==> src/rtl/uart_apb_sched.sv <==
// ---------------------------------------------------------------------------
// uart_apb_sched
//
// Two-requester APB master scheduler placed in front of the APB_UART slave.
// Requester 0 is the TX-side producer (data/config writes), requester 1 is
// the RX-side consumer (data/status reads). Commands are arbitrated
// round-robin, run through the APB SETUP and ACCESS phases, and completed
// with a one-cycle response pulse to the owning requester. An ACCESS phase
// that never sees PREADY is aborted after TIMEOUT cycles with rsp_err=1.
//
// Ports
//   PCLK, PRESET          clock, asynchronous active-high reset
//   req_valid/req_write   per-requester command valid and direction (bit i)
//   req_addr/req_wdata    per-requester fields, slice i = [i*W +: W]
//   req_ready             one-hot command accept (combinational, IDLE only)
//   rsp_valid             one-hot completion pulse (registered)
//   rsp_err, rsp_rdata    timeout flag / read data of the latest response
//   PSEL..PWDATA          APB master request signals
//   PREADY, PRDATA        APB slave response signals
// ---------------------------------------------------------------------------
module uart_apb_sched #(
  parameter int ADDR_W  = 12,
  parameter int WDATA_W = 8,
  parameter int RDATA_W = 32,
  parameter int TIMEOUT = 256
) (
  input  logic                   PCLK,
  input  logic                   PRESET,
  input  logic [1:0]             req_valid,
  input  logic [1:0]             req_write,
  input  logic [2*ADDR_W-1:0]    req_addr,
  input  logic [2*WDATA_W-1:0]   req_wdata,
  output logic [1:0]             req_ready,
  output logic [1:0]             rsp_valid,
  output logic                   rsp_err,
  output logic [RDATA_W-1:0]     rsp_rdata,
  output logic                   PSEL,
  output logic                   PENABLE,
  output logic                   PWRITE,
  output logic [ADDR_W-1:0]      PADDR,
  output logic [WDATA_W-1:0]     PWDATA,
  input  logic                   PREADY,
  input  logic [RDATA_W-1:0]     PRDATA
);

  typedef enum logic [1:0] {IDLE, SETUP, ACCESS, RESP} state_t;

  // Index of the final ACCESS cycle before abort (counter starts at 0).
  localparam logic [15:0] CNT_LAST = 16'(TIMEOUT - 1);

  state_t              state_reg, state_next;
  logic                last_grant_reg;   // also identifies the in-flight owner
  logic [15:0]         cnt_reg;

  logic                grant_hit;
  logic                grant_idx;
  logic                accept;
  logic                access_done;
  logic                access_timeout;

  logic [ADDR_W-1:0]   addr_arr  [2];
  logic [WDATA_W-1:0]  wdata_arr [2];

  genvar gi;
  generate
    for (gi = 0; gi < 2; gi++) begin : g_req
      assign addr_arr[gi]  = req_addr[gi*ADDR_W +: ADDR_W];
      assign wdata_arr[gi] = req_wdata[gi*WDATA_W +: WDATA_W];
    end
  endgenerate

  // Round-robin pick: a lone requester always wins; under contention the
  // one that did not win last time goes next.
  always_comb begin
    grant_hit = 1'b0;
    grant_idx = 1'b0;
    case (req_valid)
      2'b01:   begin grant_hit = 1'b1; grant_idx = 1'b0;            end
      2'b10:   begin grant_hit = 1'b1; grant_idx = 1'b1;            end
      2'b11:   begin grant_hit = 1'b1; grant_idx = ~last_grant_reg; end
      default: ;
    endcase
  end

  // No handshake can complete while reset is held, so ready is masked too.
  assign accept = (state_reg == IDLE) && grant_hit && !PRESET;

  // State register. PSEL/PENABLE decode straight from it, so an async reset
  // drops them immediately without waiting for a clock edge.
  always_ff @(posedge PCLK or posedge PRESET) begin
    if (PRESET) state_reg <= IDLE;
    else        state_reg <= state_next;
  end

  always_comb begin
    state_next     = state_reg;
    req_ready      = 2'b00;
    PSEL           = 1'b0;
    PENABLE        = 1'b0;
    access_done    = 1'b0;
    access_timeout = 1'b0;
    case (state_reg)
      IDLE: begin
        if (accept) begin
          req_ready[grant_idx] = 1'b1;
          state_next           = SETUP;
        end
      end
      SETUP: begin
        PSEL       = 1'b1;
        state_next = ACCESS;
      end
      ACCESS: begin
        PSEL    = 1'b1;
        PENABLE = 1'b1;
        // PREADY takes priority over a coinciding timeout.
        if (PREADY) begin
          access_done = 1'b1;
          state_next  = RESP;
        end else if (cnt_reg == CNT_LAST) begin
          access_timeout = 1'b1;
          state_next     = RESP;
        end
      end
      RESP: begin
        state_next = IDLE;
      end
      default: state_next = IDLE;
    endcase
  end

  // Command latch, wait counter and response registers. The response is
  // registered on the ACCESS exit edge, so it is visible during RESP.
  always_ff @(posedge PCLK or posedge PRESET) begin
    if (PRESET) begin
      last_grant_reg <= 1'b1;
      PWRITE         <= 1'b0;
      PADDR          <= '0;
      PWDATA         <= '0;
      cnt_reg        <= '0;
      rsp_valid      <= 2'b00;
      rsp_err        <= 1'b0;
      rsp_rdata      <= '0;
    end else begin
      if (accept) begin
        last_grant_reg <= grant_idx;
        PWRITE         <= req_write[grant_idx];
        PADDR          <= addr_arr[grant_idx];
        PWDATA         <= wdata_arr[grant_idx];
      end

      if (state_reg == ACCESS)    cnt_reg <= cnt_reg + 16'd1;
      else if (state_reg == RESP) cnt_reg <= '0;

      if (access_done || access_timeout) begin
        rsp_valid <= last_grant_reg ? 2'b10 : 2'b01;
        rsp_err   <= access_timeout;
        rsp_rdata <= (access_done && !PWRITE) ? PRDATA : '0;
      end else begin
        rsp_valid <= 2'b00;
      end
    end
  end

endmodule

==> config.mk <==
export PLATFORM = sky130hd
export DESIGN_NAME = uart_apb_sched
export DESIGN_NICKNAME = d
export VERILOG_FILES = /design/src/rtl/uart_apb_sched.sv
export SDC_FILE = /design/constraint.sdc
export NUM_CORES = 1
export LEC_CHECK = 0
export CAP_MARGIN = 30
export CORE_ASPECT_RATIO = 0.8
export CORE_MARGIN = 1.5
export CORE_UTILIZATION = 50
export DETAILED_ROUTE_END_ITERATION = 8
export DONT_BUFFER_PORTS = 1
export SETUP_SLACK_MARGIN = 0.5
export SLEW_MARGIN = 20
export SYNTH_ARGS = -nofsm -noshare
export SYNTH_HDL_FRONTEND = slang
export SYNTH_SLANG_ARGS = --single-unit
==> constraint.sdc <==
create_clock -name PCLK -period 5.8 [get_ports PCLK]
set_input_delay 0.58 -clock PCLK [delete_from_list [all_inputs] [get_ports PCLK]]
set_output_delay 0.58 -clock PCLK [all_outputs]
set_load 0.01 [all_outputs]
**Word level (Yosys, flattened, before mapping)**

Cells that the tools add are included.

- Input bits: 79
- Bits in registers: 75
- Output and inout port bits: 60
- Logic and storage cells: 66

- Bitwise gates (word level): 2
- $lt $le $gt $ge: 3
- Add/sub/neg operators: 1
- Reductions and logical operators: 12
- Mux-type cells: 30
- Eq/ne operators: 9

Operators with widths:

| cell | count |
|---|---|
| 2-to-1 mux 12 bit | 3 |
| 2-to-1 mux 16 bit | 2 |
| 2-to-1 mux 32 bit | 1 |
| 2-to-1 mux 8 bit | 3 |
| adder 16 x 1 -> 16 bit (second input constant) | 1 |
| equality test 16 x 8 -> 1 bit (second input constant) | 1 |
| 2-to-1 mux 2 bit | 7 |
| 2-to-1 mux 1 bit | 11 |
| equality test 2 bit (second input constant) | 4 |
| one-hot mux 2 bit (4 select lines) | 1 |
| equality test 2 x 1 -> 1 bit (second input constant) | 2 |
| logical AND 1 bit | 4 |
| inequality test 3 bit (second input constant) | 1 |
| OR reduction 3 bit | 1 |
| >= comparator 2 bit (second input constant) | 1 |
| logical NOT 1 bit | 2 |
| logical NOT 2 bit | 1 |
| < comparator 1 x 2 -> 1 bit (second input constant) | 1 |
| inequality test 2 bit (second input constant) | 1 |
| NOT 1 -> 2 bit | 1 |
| one-hot mux 1 bit (2 select lines) | 1 |
| AND reduction 2 bit | 1 |
| nonzero test 2 bit | 1 |
| OR reduction 2 bit | 1 |
| 4 further kinds | 4 |

**Logic depth before layout (Yosys ltp)**

Gate-level depths: netlist (run 1).

- Word-level depth: 8
- Mapped depth: 7
- Mapped depth without buffers: 6

**Worst setup path before layout (run 1)**

OpenSTA, ideal clock, no wires.

- Path kind: in2out
- From: input PRESET
- To: output req_ready[1]
- Path buffers: 2
- Stages on the path: 4
- Path slack: 2.213 ns
- Arrival time: 3.007 ns
- Data required time: 5.220 ns
- Cell sequence: inv_1 -> and4_1 -> clkbuf_1 -> clkbuf_1

- Longest elaborated chain between the ends: 4

Ends and longest elaborated chain:

| item | line | source |
|---|---|---|
| start, declared | 28 | `input logic PRESET,` |
| logical NOT 1 bit (no line) | n/a |  |
| logical AND 1 bit | 86 | `assign accept = (state_reg == IDLE) && grant_hit && !PRESET;` |
| 2-to-1 mux 2 bit | 104 | `if (accept) begin` |
| 2-to-1 mux 2 bit | 102 | `case (state_reg)` |
| end, declared | 33 | `output logic [1:0] req_ready,` |

Every way passes these cells.

**Final worst setup path (run 1)**

- From: register state_reg[1]
- To: output req_ready[0]

- Longest elaborated chain between the ends: 5

Ends and longest elaborated chain:

| item | line | source |
|---|---|---|
| start, declared | 51 | `state_t state_reg, state_next;` |
| start signal, assigned | 92 | `else state_reg <= state_next;` |
| logical NOT 2 bit (*) | 86, 102 |  |
| logical AND 1 bit (2 in series) | 86 |  |
| 2-to-1 mux 2 bit | 104 |  |
| 2-to-1 mux 2 bit (*) | 102 |  |

Every way passes the cells marked *; elsewhere a longest branch is shown, timed or not.

==> flow_summary_export.csv, run 1 <==
group,metric,value,unit
floorplanning,dieHeight,74.8,um
global_route,top_usage_layer,"met2",
floorplanning,start_util,0.530,
critical_path,critPathKind,"reg -> out",
critical_path,reg2reg_from,"state_reg[0]$_DFFE_PP0P_",
clock_tree,cts_max_level,3,
place,place.gp.congestion,0.748,
floorplanning,die_w,92.7,um
clock_tree,cts_resized,0,
detailed_routing,drc_errors,0,
place,dp_slack,3240,ps
sta,min_period,2660,ps
cells_and_area,nets,344,
cells_and_area,antennaDiodeCount,0,
detailed_routing,wl,6.61,mm
global_route,grtUsageTotal,0.198,
clock_tree,clkLatencyLatePin,350,ps
floorplanning,die_area,6930,um^2
global_route,grt_pass1_wl,10.2,mm
detailed_routing,dr.pass1.iters,4,
cells_and_area,stdcell_area,3510,um^2
synth,synth_area_per_cell,12.3,um^2
status,outcome,"finished, final reports clean",
sta,max_freq,0.376,GHz
clock_tree,clk_pin_slew,80,ps
global_route,grt_util_met1,0.253,
detailed_routing,drt_iter0_markers,76,
global_route,met2_usage,0.299,
global_route,grt_antenna_before_repair,0,
cells_and_area,final_common_cell,"dfrtp_1",
critical_path,crit_fanout,23,
critical_path,rrSetupSlack,3320,ps
detailed_routing,vias,2090,
synth,synth_area,3220,um^2
power,vdd_drop_max,0.000293,V
clock_tree,cts_tree,"yes",
sta,clock-skew-final,11.1,ps
floorplanning,boundaryPins,139,
sta,hold_viol,0,
sta,min_period_over_period,0.458,
critical_path,required,5220,ps
floorplanning,core,6070,um^2
detailed_routing,avgViaCountPerCell,6.04,
detailed_routing,ant_nets,0,
global_route,overflow,0,
clock_tree,postCtsSetupBuffers,0,
sta,relSlewSlack,0.412,
sta,setup_ws,3140,ps
job,max-cap-violations,0,
global_route,grt_max_degree,76,
global_route,grtUsageMet3,0.0848,
place,placed_cell_area,3260,um^2
clock_tree,cts_root_buffer,"clkbuf_8",
sta,finalSetupTns,0,ps
power,p_per_area,535,nW/um^2
critical_path,setup.worst_path.start,"state_reg[1]$_DFFE_PP0P_",
clock_tree,cts.sinks,75,
clock_tree,ctsHoldBuffers,0,
power,p_leak,1.61,nW
cells_and_area,regArea,1880,um^2
place,hpwlAfterDp,4.44,mm
cells_and_area,multi_input_area,1250,um^2
synth,ys_warn_count,0,
global_route,first_global_vias,1975,
clock_tree,numCtsBuffers,9,
cells_and_area,largest_register_ffs,32,
sta,worst_slew_pin_slew,882,ps
cells_and_area,mostFrequentLayoutCells,"74 x dfrtp_1, 28 x a22o_1, 22 x nor2b_1, 21 x a221o_1, 16 x nand2_1",
critical_path,r2r-end,"cnt_reg[13]$_DFFE_PP0P_",
critical_path,crit_end,"req_ready[0]",
critical_path,critPathLaunchType,"flop",
synth,syn-instance-count,261,
cells_and_area,finish.utilization,0.579,
critical_path,cp-end-kind,"primary output",
clock_tree,cts_buffer_depth,2,
critical_path,worst-r2r-cell-count,6,
synth,ys_ff_latch,75,
synth,yosysSeqAreaShare,0.584,
place,io_buffer_count,0,
sta,finalSetupViolCount,0,
sta,rsz0062_at_grt,"false",
cells_and_area,drive_gt1_frac,0.143,
floorplanning,fp-row-count,25,
worst_hold_path,hold_class,"in -> async",
critical_path,cp.arrival,2080,ps
cells_and_area,syn_to_final_growth,9.18,%
sta,maxSlewViolCount,0,
cells_and_area,fill_cells,511,
synth,synth_cell_types,38,
synth,synth_fp_nets,345,
detailed_routing,wl_per_cell,19.1,um
## power breakdown
part           internal [mW]  switching, mW  leakage (nW)
clock                  0.224          0.194         0.106
sequential             0.733          0.240         0.967
combinational          0.254          0.236         0.535
total                   1.21          0.670          1.61
## synth_stat cells (all sizes together)
library cell  instances  area share
o21bai                1      0.0023
nand2b                4      0.0078
and3                  3      0.0062
a22o                 32       0.089
a21oi                 3      0.0047
and4                  2      0.0054
mux2i                 7       0.022
nor2b                22       0.043
nor2                  8      0.0093
clkbuf               10       0.012
ha                    5       0.019
dfrtp                74        0.58
o21a                  1      0.0023
inv                   4      0.0047
o31ai                 2      0.0047
buf                   7       0.016
nor3                  1      0.0016
a221o                21       0.065
o21ai                12       0.023
xnor2                 1      0.0027
nand2                16       0.019
a21boi                2      0.0047
nand4                 4      0.0078
or3                   1      0.0019
nor3b                 1      0.0023
nand3                 8       0.012
nor4                  1      0.0066
a22oi                 1      0.0023
mux2                  2      0.0070
o211ai                2      0.0047
or4                   2      0.0070
dfstp                 1      0.0082
## area by class of cell
class,count,share of cell area
Tap cell,81,0.0288
Multi-Input combinational cell,165,0.355
Clock inverter,5,0.0171
Sequential cell,75,0.535
Clock buffer,11,0.0431
Inverter,4,0.00427
Timing Repair Buffer,5,0.0175
## cell families (layout without fill, tap and decap cells)
family | Yosys count | in the layout | synth area share
flops | 75 | 75 | 0.584
buf+inv | 21 | 25 | 0.0327
simple gates | 73 | 73 | 0.130
mux | 9 | 9 | 0.0288
xor+xnor | 1 | 1 | 0.00272
compound gates | 77 | 77 | 0.203
fa+ha+maj | 5 | 5 | 0.0194
## through the flow
step                      power (mW)  instances  hold WS, ps
after floorplan                 1.36        261          446
after global placement          1.47        328          466
after detailed placement        1.47        328          484
after CTS                       1.90        344          297
after global routing            2.01        346          114
final                           1.88        346          109
## layer usage
metal  share of wire  wire (um)  vias up
met5               0          0        -
met4           0.014         92        0
met3            0.11        719       10
met2            0.45       2950      108
met1            0.43       2850     1000
li1                -          -      972
## worst min-delay path by stage
stage,end,depth (start not counted),from,slack [ps]
after CTS,rsp_err$_DFFE_PP0P_,1,PREADY,300
final,cnt_reg[12]$_DFFE_PP0P_,2,PRESET,110
after global routing,cnt_reg[12]$_DFFE_PP0P_,2,PRESET,110
after detailed placement,cnt_reg[15]$_DFFE_PP0P_,1,cnt_reg[15]$_DFFE_PP0P_,480
after floorplan,cnt_reg[15]$_DFFE_PP0P_,1,cnt_reg[15]$_DFFE_PP0P_,450
after global placement,cnt_reg[15]$_DFFE_PP0P_,1,cnt_reg[15]$_DFFE_PP0P_,470
## critical path, cell delays in order (launching register included)
cell      delay, ps
dfrtp_1         420
inv_1           100
ha_1            170
nor3b_2         160
buf_4           270
a21boi_2        360
buf_6           240
No activity file was read; power rests on OpenSTA's default activity.
==> run 2: changes to the inputs <==
- clock period: 5.8 -> 2.5 ns (I/O delays scaled with it)
==> run 2 against run 1 <==
- die area is the same
- cell count is 4.6% higher
- register-to-register slack got worse by 2800 ps
- largest power group unchanged
- critical path depth down 1
- sequential share of layout area shrank 2.6 points
- combinational power rose to 2.6 times the previous value
- non-clock buffer count up 14
==> flow_summary_export.csv, run 2 (synthesized netlist as in run 1, its figures left out) <==
group,metric,value,unit
status,outcome,"finished, final reports clean",
cells_and_area,antennaDiodeCount,0,
floorplanning,die_area,6930,um^2
cells_and_area,mostFrequentLayoutCells,"72 x dfrtp_1, 28 x a22o_1, 22 x nor2b_1, 21 x a221o_1, 16 x nand2_1",
critical_path,required,2730,ps
place,io_buffer_count,0,
floorplanning,dieHeight,74.8,um
place,hpwlAfterDp,4.48,mm
sta,hold_viol,0,
detailed_routing,wl,7.37,mm
global_route,grt_antenna_before_repair,0,
critical_path,cp.arrival,2180,ps
critical_path,cp-end-kind,"flop",
detailed_routing,vias,2203,
detailed_routing,ant_nets,0,
floorplanning,boundaryPins,139,
detailed_routing,wl_per_cell,20.3,um
sta,worst_slew_pin_slew,418,ps
global_route,overflow,0,
clock_tree,cts_buffer_depth,2,
clock_tree,cts_tree,"yes",
clock_tree,clk_pin_slew,80,ps
place,dp_slack,421,ps
cells_and_area,final_common_cell,"dfrtp_1",
critical_path,critPathKind,"reg -> reg",
cells_and_area,nets,361,
critical_path,critPathLaunchType,"flop",
cells_and_area,syn_to_final_growth,14.9,%
detailed_routing,dr.pass1.iters,4,
critical_path,crit_fanout,8,
power,vdd_drop_max,0.000598,V
sta,finalSetupViolCount,0,
job,max-cap-violations,0,
clock_tree,clkLatencyLatePin,340,ps
worst_hold_path,hold_class,"in -> reg",
global_route,grt_pass1_wl,10.4,mm
power,p_per_area,1190,nW/um^2
floorplanning,start_util,0.530,
clock_tree,cts_max_level,3,
detailed_routing,route.met2.wl,3.31,mm
clock_tree,numCtsBuffers,9,
detailed_routing,drt_iter0_markers,98,
sta,clock-skew-final,14.4,ps
clock_tree,cts_root_buffer,"clkbuf_8",
sta,min_period,1940,ps
sta,finalSetupTns,0,ps
detailed_routing,route.met3.wl,578,um
cells_and_area,largest_register_ffs,32,
detailed_routing,drc_errors,0,
global_route,first_global_vias,1986,
floorplanning,die_w,92.7,um
sta,min_period_over_period,0.777,
detailed_routing,highest_layer,"met4",
clock_tree,cts.sinks,75,
cells_and_area,drive_gt1_frac,0.203,
sta,relSlewSlack,0.721,
detailed_routing,wl_met1,3.44,mm
power,p_leak,1.68,nW
global_route,grtUsageTotal,0.200,
detailed_routing,avgViaCountPerCell,6.09,
sta,max_freq,0.515,GHz
sta,maxSlewViolCount,0,
place,place.gp.congestion,0.721,
floorplanning,fp-row-count,25,
floorplanning,core,6070,um^2
sta,rsz0062_at_grt,"true",
global_route,grt_max_degree,76,
sta,setup_ws,557,ps
-- run 2: layout make-up --
cell class                 instances  area [um^2]
clock inverter                     6         65.1
multi-input combinational        168         1300
sequential                        75         1880
timing repair buffer              19          205
inverter                           4         18.8
clock buffer                       9          124
fill                             487         2370
tap                               81          101
-- run 2: path summary, 6_finish.rpt --
kind	start	to	slack (ps)	cells past startpoint
min in group asynchronous	PRESET	cnt_reg[3]$_DFFE_PP0P_	470	3
min	PRDATA[13]	rsp_rdata[13]$_DFFE_PP0P_	40	1
max	cnt_reg[8]$_DFFE_PP0P_	rsp_rdata[0]$_DFFE_PP0P_	560	5
max reg2reg	cnt_reg[8]$_DFFE_PP0P_	rsp_rdata[0]$_DFFE_PP0P_	560	5
min reg2reg	cnt_reg[15]$_DFFE_PP0P_	cnt_reg[15]$_DFFE_PP0P_	480	1
max in group asynchronous	PRESET	last_grant_reg$_DFFE_PP1P_	1440	4
-- run 2: metrics by stage --
stage / cell area, um^2 / total power, mW / instances / utilization / hold slack, ps
final: 3700 / 4.42 / 362 / 0.609 / 40.5
after global routing: 3700 / 4.69 / 362 / 0.609 / 14.1
after CTS: 3540 / 4.40 / 352 / 0.584 / 16.1
after detailed placement: 3300 / 3.44 / 332 / 0.543 / 350
after global placement: 3300 / 3.42 / 332 / 0.543 / 347
after floorplan: 3240 / 3.17 / 261 / - / 340
-- run 2: metal layers --
layer | up-vias | track usage
met5 | - | 0
met2 | 87 | 0.279
met3 | 6 | 0.0960
met4 | 0 | 0.0589
li1 | 1014 | -
met1 | 1096 | 0.278
-- run 2: critical path, stage by stage, from the launching register on --
cell	delay, ps
dfrtp_1	410
or4_4	560
nor4_4	320
buf_6	180
o21ai_2	150
a22o_1	220
-- run 2: where the power goes --
part | total [mW] | internal, mW | switching, mW
Clock | 0.895 | 0.457 | 0.439
Combinational | 1.26 | 0.652 | 0.606
Sequential | 2.26 | 1.70 | 0.561
Total | 4.42 | 2.81 | 1.61
-- run 2: repair_timing --
item,4_1_cts,5_1_grt
pin swaps,2,3
hold buffers,1,1
hold endpoints to repair,1,21
buffers inserted,2,6
gates resized for setup,4,9
cloned,2,2
setup endpoints to repair,32,36
